## config.mk

```make
export PLATFORM = sky130hd
export DESIGN_NAME = bcd_conv_arbiter_flat
export DESIGN_NICKNAME = d
export VERILOG_FILES = /design/src/rtl/bcd_conv_arbiter_if.sv /design/src/rtl/bcd_conv_arbiter.sv /design/src/flat_wrapper.sv
export SDC_FILE = /design/constraint.sdc
export NUM_CORES = 1
export LEC_CHECK = 0
export BUFFER_PORTS_ARGS = -buffer_cell sky130_fd_sc_hd__buf_2
export CAP_MARGIN = 5
export CORE_MARGIN = 4
export CORE_UTILIZATION = 30
export DETAILED_ROUTE_END_ITERATION = 8
export PLACE_DENSITY_LB_ADDON = 0.25
export SLEW_MARGIN = 20
export SYNTH_ARGS = -nofsm -noshare
export SYNTH_HDL_FRONTEND = slang
export SYNTH_SLANG_ARGS = --single-unit
```

## constraint.sdc

```tcl
create_clock -name clk_i -period 4.5 [get_ports clk_i]
set_input_delay 0.675 -clock clk_i [delete_from_list [all_inputs] [get_ports clk_i]]
set_output_delay 0.675 -clock clk_i [all_outputs]
set_load 0.02 [all_outputs]
```

## src/rtl/bcd_conv_arbiter_if.sv

```systemverilog
// Request/grant/result bundle between two requesters and the shared BCD converter.
// The master side drives requests and data; the slave side (the converter) answers.
interface bcd_conv_arbiter_if #(
   parameter int WIDTH  = 16,
   parameter int DIGITS = 5
);
   logic                  req0_i;
   logic [WIDTH-1:0]      data0_i;
   logic                  gnt0_o;
   logic                  req1_i;
   logic [WIDTH-1:0]      data1_i;
   logic                  gnt1_o;
   logic                  busy_o;
   logic                  valid_o;
   logic                  owner_o;
   logic [4*DIGITS-1:0]   bcd_o;

   modport master (
      output req0_i, data0_i, req1_i, data1_i,
      input  gnt0_o, gnt1_o, busy_o, valid_o, owner_o, bcd_o
   );

   modport slave (
      input  req0_i, data0_i, req1_i, data1_i,
      output gnt0_o, gnt1_o, busy_o, valid_o, owner_o, bcd_o
   );
endinterface

```

## src/rtl/bcd_conv_arbiter.sv

```systemverilog
// One shift-add-3 binary-to-BCD converter shared round-robin by two requesters.
// Each job takes WIDTH cycles in CONV, then a single DONE cycle that flags the result.
module bcd_conv_arbiter #(
   parameter int WIDTH  = 16,
   parameter int DIGITS = 5
) (
   input logic               clk_i,
   input logic               rst_i,
   bcd_conv_arbiter_if.slave bus
);
   localparam int SW = 4*DIGITS + WIDTH;
   localparam int CW = $clog2(WIDTH + 1);

   if (64'(10)**DIGITS <= (64'(1) << WIDTH) - 64'(1)) begin : gDigitCheck
      $error("bcd_conv_arbiter: DIGITS too small for WIDTH");
   end

   typedef enum logic [1:0] {IDLE, CONV, DONE} state_t;

   state_t              state_q;
   logic                rrPtr_q;
   logic                jobOwner_q;
   logic                owner_q;
   logic                valid_q;
   logic                busy_q;
   logic [CW-1:0]       cnt_q;
   logic [SW-1:0]       shift_q;
   logic [SW-1:0]       adj_d;
   logic [SW-1:0]       shift_d;
   logic [4*DIGITS-1:0] bcd_q;
   logic                canGrant;
   logic                grant0;
   logic                grant1;

   // Grants are only offered when the datapath is free; on a tie the pointer favours the other side.
   assign canGrant = (state_q == IDLE || state_q == DONE) && !rst_i;
   assign grant0   = canGrant && bus.req0_i && (!bus.req1_i || rrPtr_q);
   assign grant1   = canGrant && bus.req1_i && (!bus.req0_i || !rrPtr_q);

   always_comb begin
      adj_d = shift_q;
      for (int i = 0; i < DIGITS; i++) begin
         if (shift_q[WIDTH + 4*i +: 4] >= 4'd5) begin
            adj_d[WIDTH + 4*i +: 4] = shift_q[WIDTH + 4*i +: 4] + 4'd3;
         end
      end
      shift_d = adj_d << 1;
   end

   always_ff @(posedge clk_i) begin
      if (rst_i) begin
         state_q    <= IDLE;
         rrPtr_q    <= 1'b1;
         jobOwner_q <= 1'b0;
         owner_q    <= 1'b0;
         valid_q    <= 1'b0;
         busy_q     <= 1'b0;
         cnt_q      <= '0;
         shift_q    <= '0;
         bcd_q      <= '0;
      end else begin
         valid_q <= 1'b0;
         unique case (state_q)
            IDLE, DONE: begin
               if (grant0 || grant1) begin
                  shift_q    <= {{(4*DIGITS){1'b0}}, (grant1 ? bus.data1_i : bus.data0_i)};
                  jobOwner_q <= grant1;
                  rrPtr_q    <= grant1;
                  cnt_q      <= CW'(WIDTH);
                  busy_q     <= 1'b1;
                  state_q    <= CONV;
               end else begin
                  busy_q  <= 1'b0;
                  state_q <= IDLE;
               end
            end
            CONV: begin
               shift_q <= shift_d;
               cnt_q   <= cnt_q - CW'(1);
               // The last iteration's shifted value goes straight to the output register.
               if (cnt_q == CW'(1)) begin
                  bcd_q   <= shift_d[SW-1:WIDTH];
                  owner_q <= jobOwner_q;
                  valid_q <= 1'b1;
                  busy_q  <= 1'b0;
                  state_q <= DONE;
               end
            end
            default: state_q <= IDLE;
         endcase
      end
   end

   assign bus.gnt0_o  = grant0;
   assign bus.gnt1_o  = grant1;
   assign bus.busy_o  = busy_q;
   assign bus.valid_o = valid_q;
   assign bus.owner_o = owner_q;
   assign bus.bcd_o   = bcd_q;
endmodule
```

## src/flat_wrapper.sv

```systemverilog
// flat-port wrapper written by rule: the top's interface ports become plain ports
module bcd_conv_arbiter_flat 
#(
   parameter int WIDTH  = 16,
   parameter int DIGITS = 5
)
  (clk_i, rst_i, bus_req0_i, bus_data0_i, bus_req1_i, bus_data1_i, bus_gnt0_o, bus_gnt1_o, bus_busy_o, bus_valid_o, bus_owner_o, bus_bcd_o);
  bcd_conv_arbiter_if #(.WIDTH(WIDTH), .DIGITS(DIGITS)) bus_i ();
  input logic clk_i;
  input logic rst_i;
  input wire logic [$bits(bus_i.req0_i)-1:0] bus_req0_i;
  input wire logic [$bits(bus_i.data0_i)-1:0] bus_data0_i;
  input wire logic [$bits(bus_i.req1_i)-1:0] bus_req1_i;
  input wire logic [$bits(bus_i.data1_i)-1:0] bus_data1_i;
  output wire logic [$bits(bus_i.gnt0_o)-1:0] bus_gnt0_o;
  output wire logic [$bits(bus_i.gnt1_o)-1:0] bus_gnt1_o;
  output wire logic [$bits(bus_i.busy_o)-1:0] bus_busy_o;
  output wire logic [$bits(bus_i.valid_o)-1:0] bus_valid_o;
  output wire logic [$bits(bus_i.owner_o)-1:0] bus_owner_o;
  output wire logic [$bits(bus_i.bcd_o)-1:0] bus_bcd_o;
  assign bus_i.req0_i = bus_req0_i;
  assign bus_i.data0_i = bus_data0_i;
  assign bus_i.req1_i = bus_req1_i;
  assign bus_i.data1_i = bus_data1_i;
  assign bus_gnt0_o = bus_i.gnt0_o;
  assign bus_gnt1_o = bus_i.gnt1_o;
  assign bus_busy_o = bus_i.busy_o;
  assign bus_valid_o = bus_i.valid_o;
  assign bus_owner_o = bus_i.owner_o;
  assign bus_bcd_o = bus_i.bcd_o;
  bcd_conv_arbiter #(.WIDTH(WIDTH), .DIGITS(DIGITS)) u_core (.clk_i(clk_i), .rst_i(rst_i), .bus(bus_i));
endmodule
```

==> metrics.md, run 1 <==
| Metric | Value |
|---|---|
| DR DRC count | 0 |
| Share of cells above drive strength 1 | 22.2% |
| Post-Syn Nets | 413 |
| WP buf/inv | 3 |
| Worst skew pair latency | between 0.3 and 0.4 ns |
| Main synth FF type | dfxtp_1 |
| Syn_area_per_cell | roughly 8.8 sq um |
| Slew margin rel. | ~47% |
| Core footprint | about 0.010 sq mm |
| Hold Path Cell Cnt | 1 |
| Critical Path Max Stage Delay | between 0.5 and 0.6 ns |
| Mapped cell area | 0.00322 sq mm |
| HP Class | reg2reg |
| Clk pwr share | between 30 and 40% |
| Most common library cells after synthesis | dfxtp_1, nor2_1, nand2_1 |
| Leak pwr | 1.49 nW |
| Max cap viols | 0 |
| Worst-path clk slew | approximately 0.070 ns |
| CP Launch Type | input pin |
| CTS tree | built |
| Die height | around 110 um |
| CP Max Fanout | 17 |
| Flops & latches, synth | around 70 |
| H-tree depth | 3 |
| Full die area | 0.0125 sq mm |
| RSZ-0062 raised after global routing | false |
| Die X | about 110 um |
| CP Cell Sequence | buf_2, a21boi_0, nand2_1, inv_1, buf_2 |
| Clock Path Buffers | 2 |
| Fin. Hold Viols | 0 |
| Fmax | 348 MHz |
| CTS Hold Bufs | 0 |
| P_sw | approximately 330 uW |
| Post-cts sizing count | 0 |
| Post-Route WL | 7.89 mm |
| Register area share after synthesis | a little over two fifths |
| DP Wirelength | 5.44 mm |
| Wire per inst | 14.1 um |
| Initial DRC count | between 150 and 200 |
| FP Rows | 37 |
| Syn Inst Count | between 300 and 400 |
| Detail Route Antenna Nets | 0 |
| FF-to-FF setup slack | ~2.4 ns |
| GRT Total Usage | 13.0% |
| Initial Utilization | between 30% and 40% |
| Critical path arrival | between 2 and 2.5 ns |
| Crit. End Element | primary output |
| Pint | 974 uW |
| Nets | 466 |
| Pre-CTS setup slack | approximately 1.6 ns |
| Ys async rst share | 0% |
| Sw frac | between 20 and 30% |
| First-pass GRT wire length | ~13 mm |
| Drt via density | roughly 4.9 |
| Slowest-stage cell, CP | inv_1 |
| Worst VDD drop | 0.159 mV |
| WS Path Type | in2out |
| Synthesis-to-finish area growth | 18.3% |
| Largest net degree at the start of global routing | between 50 and 60 |
| EDFF count, synth | 0 |
| Req. time, crit path | ~3.8 ns |
| P per Cell Area | 342 mW/mm^2 |
| Fin crit period | 2.87 ns |
| Ports | 61 |
| Critical path's most frequent cell | buf_2 |
| Combinational share of power | between 10% and 20% |
| Gr ovfl total | 0 |
| Reg2Reg Capture Point | u_core.bus.bcd_o[7] |
| Post-synth top area share | 42.2% |
| Setup bufs post-CTS | 0 |
| RD Place Congestion | roughly 0.79 |
| Vias in the first global route | approximately 2,800 |
| Reg-to-reg startpoint | u_core.state_q[0] |
| Status | finished clean |
| Area leader, netlist | dfxtp_1 |
| Worst slew pin tran | approximately 0.80 ns |
| CP delay by family, top | buffers and inverters |
| Sequential Power Share | 49.9% |
| Final period utilization | a little under two thirds |
| Root Driver | clkbuf_8 |
| CTS buffer count | 9 |
| Slew Limit Fails | 0 |
| Final setup viols | 0 |
| Final WS setup | ~1.6 ns |
| Beginning of the worst hold path | u_core.shift_q[0] |
| Most common cell in the netlist | dfxtp_1 |
| ANT cells | 0 |
| Pre-Repair DR Iteration Count | 4 |
| Sink Count | between 60 and 70 |
| Synth warnings | 0 |
| Hold path endpoint | u_core.shift_q[0] |
| Total number of vias | between 2,000 and 3,000 |
| # port buffers | 60 |
| Unique masters post-synth | 42 |
| Clock skew | 0.00600 ns |
| Dominant cells by area after synthesis | dfxtp_1, ha_1, nor2_1 |
| Setup TNS | 0 ns |
| R2R depth | 4 |
| Antenna violations before repair | 0 |
worst max path at each step:
stage / startpoint / endpoint / slack, ns / cells past startpoint
final: bus_req1_i / bus_gnt1_o / 1.63 / 5
after global routing: bus_req1_i / bus_gnt1_o / 1.48 / 5
after CTS: bus_req1_i / bus_gnt1_o / 1.58 / 5
after detailed placement: bus_req1_i / bus_gnt1_o / 1.59 / 5
after global placement: bus_req1_i / bus_gnt1_o / 1.68 / 5
after floorplan: bus_req1_i / bus_gnt1_o / 2.44 / 4
area by class of cell:
class                   count  area [sq um]
repair buffers             64           330
clock buffers              15           166
flip-flops and latches     68          1360
well taps                 136           170
multi-input cells         258          1690
fillers                  1092          6600
inverters                  17          63.8
clock inverters             1          30.0
registers in the layout, summed over array words and instances, names as in the netlist:
| signal | cells |
|---|---|
| u_core.jobOwner_q | 1 |
| u_core.rrPtr_q | 1 |
| u_core.bus.bcd_o | 20 |
| u_core.shift_q | 36 |
| u_core.bus.busy_o | 1 |
| u_core.state_q | 2 |
| u_core.cnt_q | 5 |
| u_core.bus.valid_o | 1 |
| u_core.bus.owner_o | 1 |
power by group through the flow:
stage / Clock, mW / Combinational [mW] / Sequential, mW
after detailed placement: 0 / 0.143 / 0.663
after CTS: 0.532 / 0.144 / 0.649
after global placement: 0 / 0.141 / 0.662
after global routing: 0.558 / 0.160 / 0.652
after floorplan: 0 / 0.0977 / 0.660
final: 0.511 / 0.142 / 0.649
cells by family (layout without fill, tap and decap cells):
logic type	Yosys count	in the layout	synth area share, %
simple gates	128	128	19.4
compound gates	105	105	24.4
flops	68	68	42.2
buf+inv	39	97	5.36
fa+ha+maj	12	12	4.66
mux	7	7	2.37
xor+xnor	6	6	1.63
layout by cell type, fill, tap and decap left out, types with 2 or more instances in the layout:
cell       Yosys  final
a211oi_1       9      9
a21oi_1       20     20
a311oi_1      15     15
a31oi_1        2      2
buf_2          6     60
buf_4          3      4
clkbuf_1      10      4
clkbuf_8       0     11
dfxtp_1       68     68
ha_1          12     12
inv_1         17     17
mux2_2         5      5
mux2i_1        2      2
nand2_1       33     33
nand2b_1      18     18
nand3_1        6      6
nor2_1        39     38
nor2_2         2      3
nor3_1        12     12
nor3b_1       10     10
o21a_1         2      2
o21ai_0       12     12
o21bai_1      15     15
o22ai_2        8      8
o2bb2ai_1     14     14
or2_1          2      2
xnor2_1        6      6
routing by layer:
metal | part of all wire (%) | up-vias | routed length, um | GRT usage, %
met1 | 48 | 1271 | 3800 | 17.0
met4 | 2.4 | 0 | 188 | 6.00
li1 | - | 1409 | - | -
met2 | 45 | 56 | 3530 | 19.7
met3 | 4.7 | 14 | 371 | 3.75
met5 | 0 | - | 0 | 0
metrics by stage:
step	power, mW	cells	instance area [sq um]	hold slack (ns)	utilization (%)
4_1_cts	1.32	559	3810	0.471	36.6
5_1_grt	1.37	559	3810	0.482	36.6
3_5_place_dp	0.806	543	3620	0.449	34.7
3_3_place_gp	0.803	543	3620	0.451	34.7
6_report	1.30	559	3810	0.467	36.6
2_1_floorplan	0.758	365	3220	0.433	-
worst reg2reg max path, delay by kind of cell (launching register included):
kind,cells,cell delay (ns)
and+or+nand+nor,3,1.12
DFF,1,0.51
AOI/OAI and AO/OA,1,0.36
No activity file was read; power rests on OpenSTA's default activity.
==> run 2, diff against run 1 <==
==> constraint.sdc (replaced) <==
create_clock -name clk_i -period 2.3 [get_ports clk_i]
set_input_delay 0.345 -clock clk_i [delete_from_list [all_inputs] [get_ports clk_i]]
set_output_delay 0.345 -clock clk_i [all_outputs]
set_load 0.02 [all_outputs]
==> metrics.md, run 2 (synthesized netlist as in run 1, its figures left out) <==
| Metric | Value |
|---|---|
| Worst VDD drop | 0.271 mV (+71%) |
| RD Place Congestion | 0.775 (-1.6%) |
| Initial DRC count | 100 (-36%) |
| Total number of vias | 2,754 (+0.15%) |
| Fin crit period | around 1.9 ns |
| Pint | 1.97 mW (+100%) |
| CP Depth | 5 (unchanged) |
| CTS Hold Bufs | 0 (unchanged) |
| Setup bufs post-CTS | 0 (unchanged) |
| Slowest-stage cell, CP | or4b_4 |
| Leak pwr | 1.53 nW (+2.8%) |
| Most flops, register | u_core.shift_q |
| Synthesis-to-finish area growth | 20.8% |
| Critical path arrival | 2.17 ns (-0.03 ns) |
| GRT Total Usage | 12.4% (-0.55 points) |
| Die height | 112 um (unchanged) |
| ANT cells | 0 (unchanged) |
| CTS buffer count | 9 (unchanged) |
| Post-cts sizing count | 0 (unchanged) |
| Fmax | slightly above 500 MHz |
| WS Path Type | reg2reg |
| Antenna violations before repair | 0 (unchanged) |
| Nets | 474 (+1.7%) |
| Status | finished clean |
| CP Max Fanout | 8 (-9) |
| Post-Route WL | 7.58 mm (-3.9%) |
| First-pass GRT wire length | 12.8 mm (-3.1%) |
| Clock Path Buffers | 2 (unchanged) |
| Max reg flops | 36 (unchanged) |
| Reg2Reg Capture Point | u_core.bus.bcd_o[7] |
| DP Wirelength | 5.43 mm (-0.29%) |
| Hold Path Cell Cnt | 3 (+2) |
| Worst-path clk slew | 0.08 ns (about the same) |
| Finished Layout Cells | 567 (+1.4%) |
| Combinational share of power | 11.0% (about the same) |
| Worst skew pair latency | 0.34 ns (about the same) |
| Fillers | 1,058 (-3.1%) |
| DR DRC count | 0 (unchanged) |
| Sink Count | 68 (unchanged) |
| WP buf/inv | 0 (-3) |
| Clock skew | 0.0100 ns (+0.00403 ns) |
| Fin. Hold Viols | 0 (unchanged) |
| CP delay by family, top | simple AND/OR/NAND/NOR gates |
| Largest net degree at the start of global routing | 27 (-53%) |
| FF-to-FF setup slack | 0.36 ns (-2.02 ns) |
| Final period utilization | 84.4% |
| Ports | 61 (unchanged) |
| Core footprint | 0.0104 sq mm (unchanged) |
| RSZ-0062 raised after global routing | false |
| Max cap viols | 0 (unchanged) |
| Most common cell after layout, fill and taps aside | dfxtp_1 |
| CP Launch Type | flip-flop |
| Full die area | 0.0125 sq mm (unchanged) |
| Final setup viols | 0 (unchanged) |
| Clk pwr share | 40.8% (+1.6 points) |
| P_sw | 667 uW (+100%) |
| Vias in the first global route | 2,658 (-3.5%) |
| Worst slew pin tran | 0.701 ns (-0.0963 ns) |
| Placed Cells | 551 (+1.5%) |
| Share of cells above drive strength 1 | 24.4% (+2.1 points) |
| Setup TNS | 0 ns (unchanged) |
| Slew Limit Fails | 0 (unchanged) |
| Critical Path Max Stage Delay | 0.48 ns (-0.03 ns) |
| Sequential Power Share | 48.2% (-1.7 points) |
| # port buffers | 60 (unchanged) |
| Pre-Repair DR Iteration Count | 4 (unchanged) |
| CTS tree | built |
| CP Cell Sequence | ha_1, or4b_4, or2_1, a211oi_1, nor3_1 |
| Final hold slack | 0.259 ns (-0.208 ns) |
| Overall power | 2.63 mW (+100%) |
| Reg-to-reg startpoint | u_core.cnt_q[0] |
| Gr ovfl total | 0 (unchanged) |
| HP Class | in2reg |
| Root Driver | clkbuf_8 |
| Slew margin rel. | 53.2% (+6.4 points) |
| Beginning of the worst hold path | bus_data0_i[7] |
| Crit. End Element | flip-flop |
| P per Cell Area | 676 mW/mm^2 (+98%) |
| Wire per inst | 13.4 um (-5.3%) |
| H-tree depth | 3 (unchanged) |
| FP Rows | 37 (unchanged) |
| R2R depth | 5 (+1) |
| Hold path endpoint | u_core.shift_q[7] |
| Initial Utilization | 31.0% (unchanged) |
| Detail Route Antenna Nets | 0 (unchanged) |
| Most frequent cells in the layout | dfxtp_1, buf_2, nor2_1 |
| Sw frac | 25.3% (+0.10 points) |
| Die X | 112 um (unchanged) |
| Req. time, crit path | 2.53 ns (-1.30 ns) |
| Drt via density | 4.86 (-1.3%) |
## run 2: cell types whose count changed in the layout (fill, tap and decap cells not counted)
cell	change
buf_4	+8
clkinv_2	+1
clkbuf_8	-2
clkinv_4	+1
bufinv_16	+1
clkinvlp_4	+2
clkbuf_1	-3
## run 2: tightest hold or removal path: stages
cell      delay [ns]
buf_2           0.10
nand2_1         0.04
a311oi_1        0.07
## run 2: how the worst max path moves through the flow
stage | startpoint | to
3_5_place_dp | bus_req1_i | u_core.shift_q[33]
6_report | u_core.cnt_q[0] | u_core.bus.bcd_o[7]
2_1_floorplan | u_core.cnt_q[0] | u_core.bus.bcd_o[15]
3_3_place_gp | u_core.cnt_q[0] | u_core.bus.bcd_o[7]
4_1_cts | u_core.cnt_q[0] | u_core.bus.bcd_o[7]
5_1_grt | u_core.cnt_q[0] | u_core.bus.bcd_o[7]
## run 2: layout make-up
class                      count  area [sq um]  area share [%]
inverter                      17          63.8            1.64
clock inverter                 6          88.8            2.28
timing repair buffer          72           390            10.0
clock buffer                  10           128            3.28
multi-input combinational    258          1690            43.5
sequential                    68          1360            35.0
tap                          136           170            4.37
## run 2: power by group through the flow
stage | registers, mW | logic (mW) | clock network, mW
floorplan | 1.29 | 0.191 | 0
global placement | 1.29 | 0.289 | 0
detailed placement | 1.30 | 0.292 | 0
CTS | 1.27 | 0.292 | 1.11
global route | 1.28 | 0.327 | 1.17
finish | 1.27 | 0.289 | 1.07
## run 2: stage by stage
stage          setup WS (ns)  utilization, %  instance area [sq um]
3_5_place_dp           0.345            35.3                   3680
4_1_cts                0.352            37.4                   3890
6_report               0.359            37.4                   3890
3_3_place_gp           0.355            35.3                   3680
5_1_grt                0.261            37.4                   3890
2_1_floorplan          0.578               -                   3220
## run 2: layer usage
layer,vias to the layer above,global-route usage (%),part of all wire (%)
met5,-,0,0
met4,0,4.38,1.1
met3,8,3.75,5.1
met2,56,19.6,45
met1,1272,16.1,49
li1,1418,-,-
==> run 3, diff against run 2 <==
==> constraint.sdc (replaced) <==
create_clock -name clk_i -period 1.6 [get_ports clk_i]
set_input_delay 0.24 -clock clk_i [delete_from_list [all_inputs] [get_ports clk_i]]
set_output_delay 0.24 -clock clk_i [all_outputs]
set_load 0.02 [all_outputs]
==> metrics.md, run 3 (synthesized netlist as in run 1, its figures left out) <==
| Metric | Value |
|---|---|
| Critical path arrival | 1.94 ns (-0.23 ns) |
| Status | complete, but fails checks |
| RSZ-0062 raised after global routing | true |
| Most frequent cells in the layout | dfxtp_1, buf_2, nor2_1 |
| ANT cells | 0 (unchanged) |
| Crit path launch | u_core.cnt_q[1] |
| Most flops, register | u_core.shift_q |
| Final period utilization | 104% (+20 points) |
| Wire per inst | 13.8 um (+3.6%) |
| Finished Layout Cells | 590 (+4.1%) |
| Full die area | 0.0125 sq mm (unchanged) |
| Vias in the first global route | 2,918 (+9.8%) |
| Final hold slack | 0.141 ns (-0.118 ns) |
| WS Path Type | reg2reg |
| Die X | 112 um (unchanged) |
| Largest net degree at the start of global routing | 48 (+78%) |
| Clk pwr share | 40.4% (-0.4 points) |
| Pre-Repair DR Iteration Count | 4 (unchanged) |
| Initial DRC count | 94 (-6.0%) |
| Slew margin rel. | 71.2% (+18 points) |
| Worst slew pin tran | 0.427 ns (-0.274 ns) |
| CTS tree | built |
| Beginning of the worst hold path | bus_data0_i[4] |
| Final setup viols | 21 (+21) |
| Max cap viols | 0 (unchanged) |
| Pre-CTS setup slack | -0.223 ns (-0.568 ns) |
| Violated checks | setup timing |
| DR DRC count | 0 (unchanged) |
| Fin crit period | 1.67 ns (-0.275 ns) |
| Post-Route WL | 8.17 mm (+7.8%) |
| CTS buffer count | 9 (unchanged) |
| # port buffers | 60 (unchanged) |
| P_sw | 1.00 mW (+50%) |
| Initial Utilization | 31.0% (unchanged) |
| Fin. Hold Viols | 0 (unchanged) |
| GRT Total Usage | 13.7% (+1.3 points) |
| Placed Cells | 572 (+3.8%) |
| Die height | 112 um (unchanged) |
| Drt via density | 4.81 (-1.0%) |
| Combinational share of power | 12.7% (+1.7 points) |
| Fmax | 600 MHz (+17%) |
| RD Place Congestion | 0.775 (about the same) |
| Worst-path clk slew | 0.08 ns (about the same) |
| Antenna violations before repair | 0 (unchanged) |
| Worst skew pair latency | 0.35 ns (about the same) |
| Total number of vias | 2,836 (+3.0%) |
| Sw frac | 25.8% (+0.50 points) |
| Final WS setup | -0.0661 ns (-0.425 ns) |
| Req. time, crit path | 1.87 ns (-0.66 ns) |
| CP Max Fanout | 6 (-2) |
| Detail Route Antenna Nets | 0 (unchanged) |
| Clock Path Buffers | 2 (unchanged) |
| Overall power | 3.87 mW (+47%) |
| Worst VDD drop | 0.450 mV (+66%) |
| First-pass GRT wire length | 14.0 mm (+9.5%) |
| P per Cell Area | 918 mW/mm^2 (+36%) |
| Root Driver | clkbuf_8 |
| Synthesis-to-finish area growth | 30.8% |
| Leak pwr | 1.68 nW (+9.7%) |
| HP Class | in2reg |
| CP Launch Type | flip-flop |
| Max reg flops | 36 (unchanged) |
| DP Wirelength | 5.78 mm (+6.5%) |
| Core footprint | 0.0104 sq mm (unchanged) |
| Share of cells above drive strength 1 | 33.9% (+9.6 points) |
| Fillers | 1,060 (+0.19%) |
| H-tree depth | 3 (unchanged) |
| Most common cell after layout, fill and taps aside | dfxtp_1 |
| Sink Count | 68 (unchanged) |
| Clock skew | 0.0130 ns (+0.00297 ns) |
| CTS Hold Bufs | 0 (unchanged) |
| Crit. End Element | flip-flop |
| Reg-to-reg startpoint | u_core.cnt_q[1] |
| Ports | 61 (unchanged) |
| FP Rows | 37 (unchanged) |
| Slew Limit Fails | 0 (unchanged) |
| Nets | 497 (+4.9%) |
| Gr ovfl total | 0 (unchanged) |
| Sequential Power Share | 47.0% (-1.2 points) |
| Pint | 2.87 mW (+46%) |
## run 3: cell types whose count changed in the layout (fill, tap and decap cells not counted), moves of 4 or more
cell      change
buf_12        +4
a211oi_2      +5
dfxtp_2       +6
a21oi_1       -4
a211oi_1      -5
buf_4        +19
dfxtp_1       -7
a21oi_2       +4
## run 3: layer usage
metal	share of wire (%)	global-route usage [%]	wire, um	vias to the layer above
li1	-	-	-	1469
met4	1.3	3.65	104	0
met2	45	22.3	3700	46
met3	4.6	4.02	375	6
met5	0	0	0	-
met1	49	17.7	3990	1315
## run 3: worst max-delay path, cell delays in order (launching register included)
cell     delay (ns)
dfxtp_2        0.33
inv_2          0.07
ha_4           0.11
or4b_4         0.49
or3_4          0.43
o22ai_2        0.17
## run 3: layout make-up
class / count / area (sq um) / share of cell area (%)
multi-input cells: 259 / 1780 / 42.2
inverters: 17 / 63.8 / 1.51
clock inverters: 6 / 88.8 / 2.11
repair buffers: 94 / 614 / 14.6
well taps: 136 / 170 / 4.03
clock buffers: 10 / 128 / 3.03
flip-flops and latches: 68 / 1370 / 32.5
## run 3: stage by stage
step           TNS (ns)  instance area, sq um  util [%]
6_report         -0.922                  4220      40.5
5_1_grt           -2.57                  4220      40.5
4_1_cts           -1.75                  4170      40.1
3_5_place_dp      -2.87                  3910      37.5
3_3_place_gp      -1.89                  3910      37.5
2_1_floorplan    -0.817                  3250         -
## run 3: what timing repair did
item                                    in CTS  in global routing
buffers inserted                             1                  0
gates resized for setup                     12                 17
pin swaps                                   11                 10
gates cloned                                 1                  0
endpoints found under the setup margin      26                 39
## run 3: worst paths after layout
| path | to | slack, ns | depth (start not counted) |
|---|---|---|---|
| worst max-delay path | u_core.bus.bcd_o[5] | -0.07 | 5 |
| worst min-delay path | u_core.shift_q[4] | 0.14 | 3 |
| worst max register to register | u_core.bus.bcd_o[5] | -0.07 | 5 |
| worst min register to register | u_core.shift_q[21] | 0.48 | 1 |
## run 3: power by group through the flow
stage	clock network [mW]	logic, mW	registers [mW]
final	1.56	0.490	1.82
after global routing	1.66	0.550	1.83
after CTS	1.60	0.491	1.82
after detailed placement	0	0.479	1.85
after global placement	0	0.471	1.85
after floorplan	0	0.277	1.86
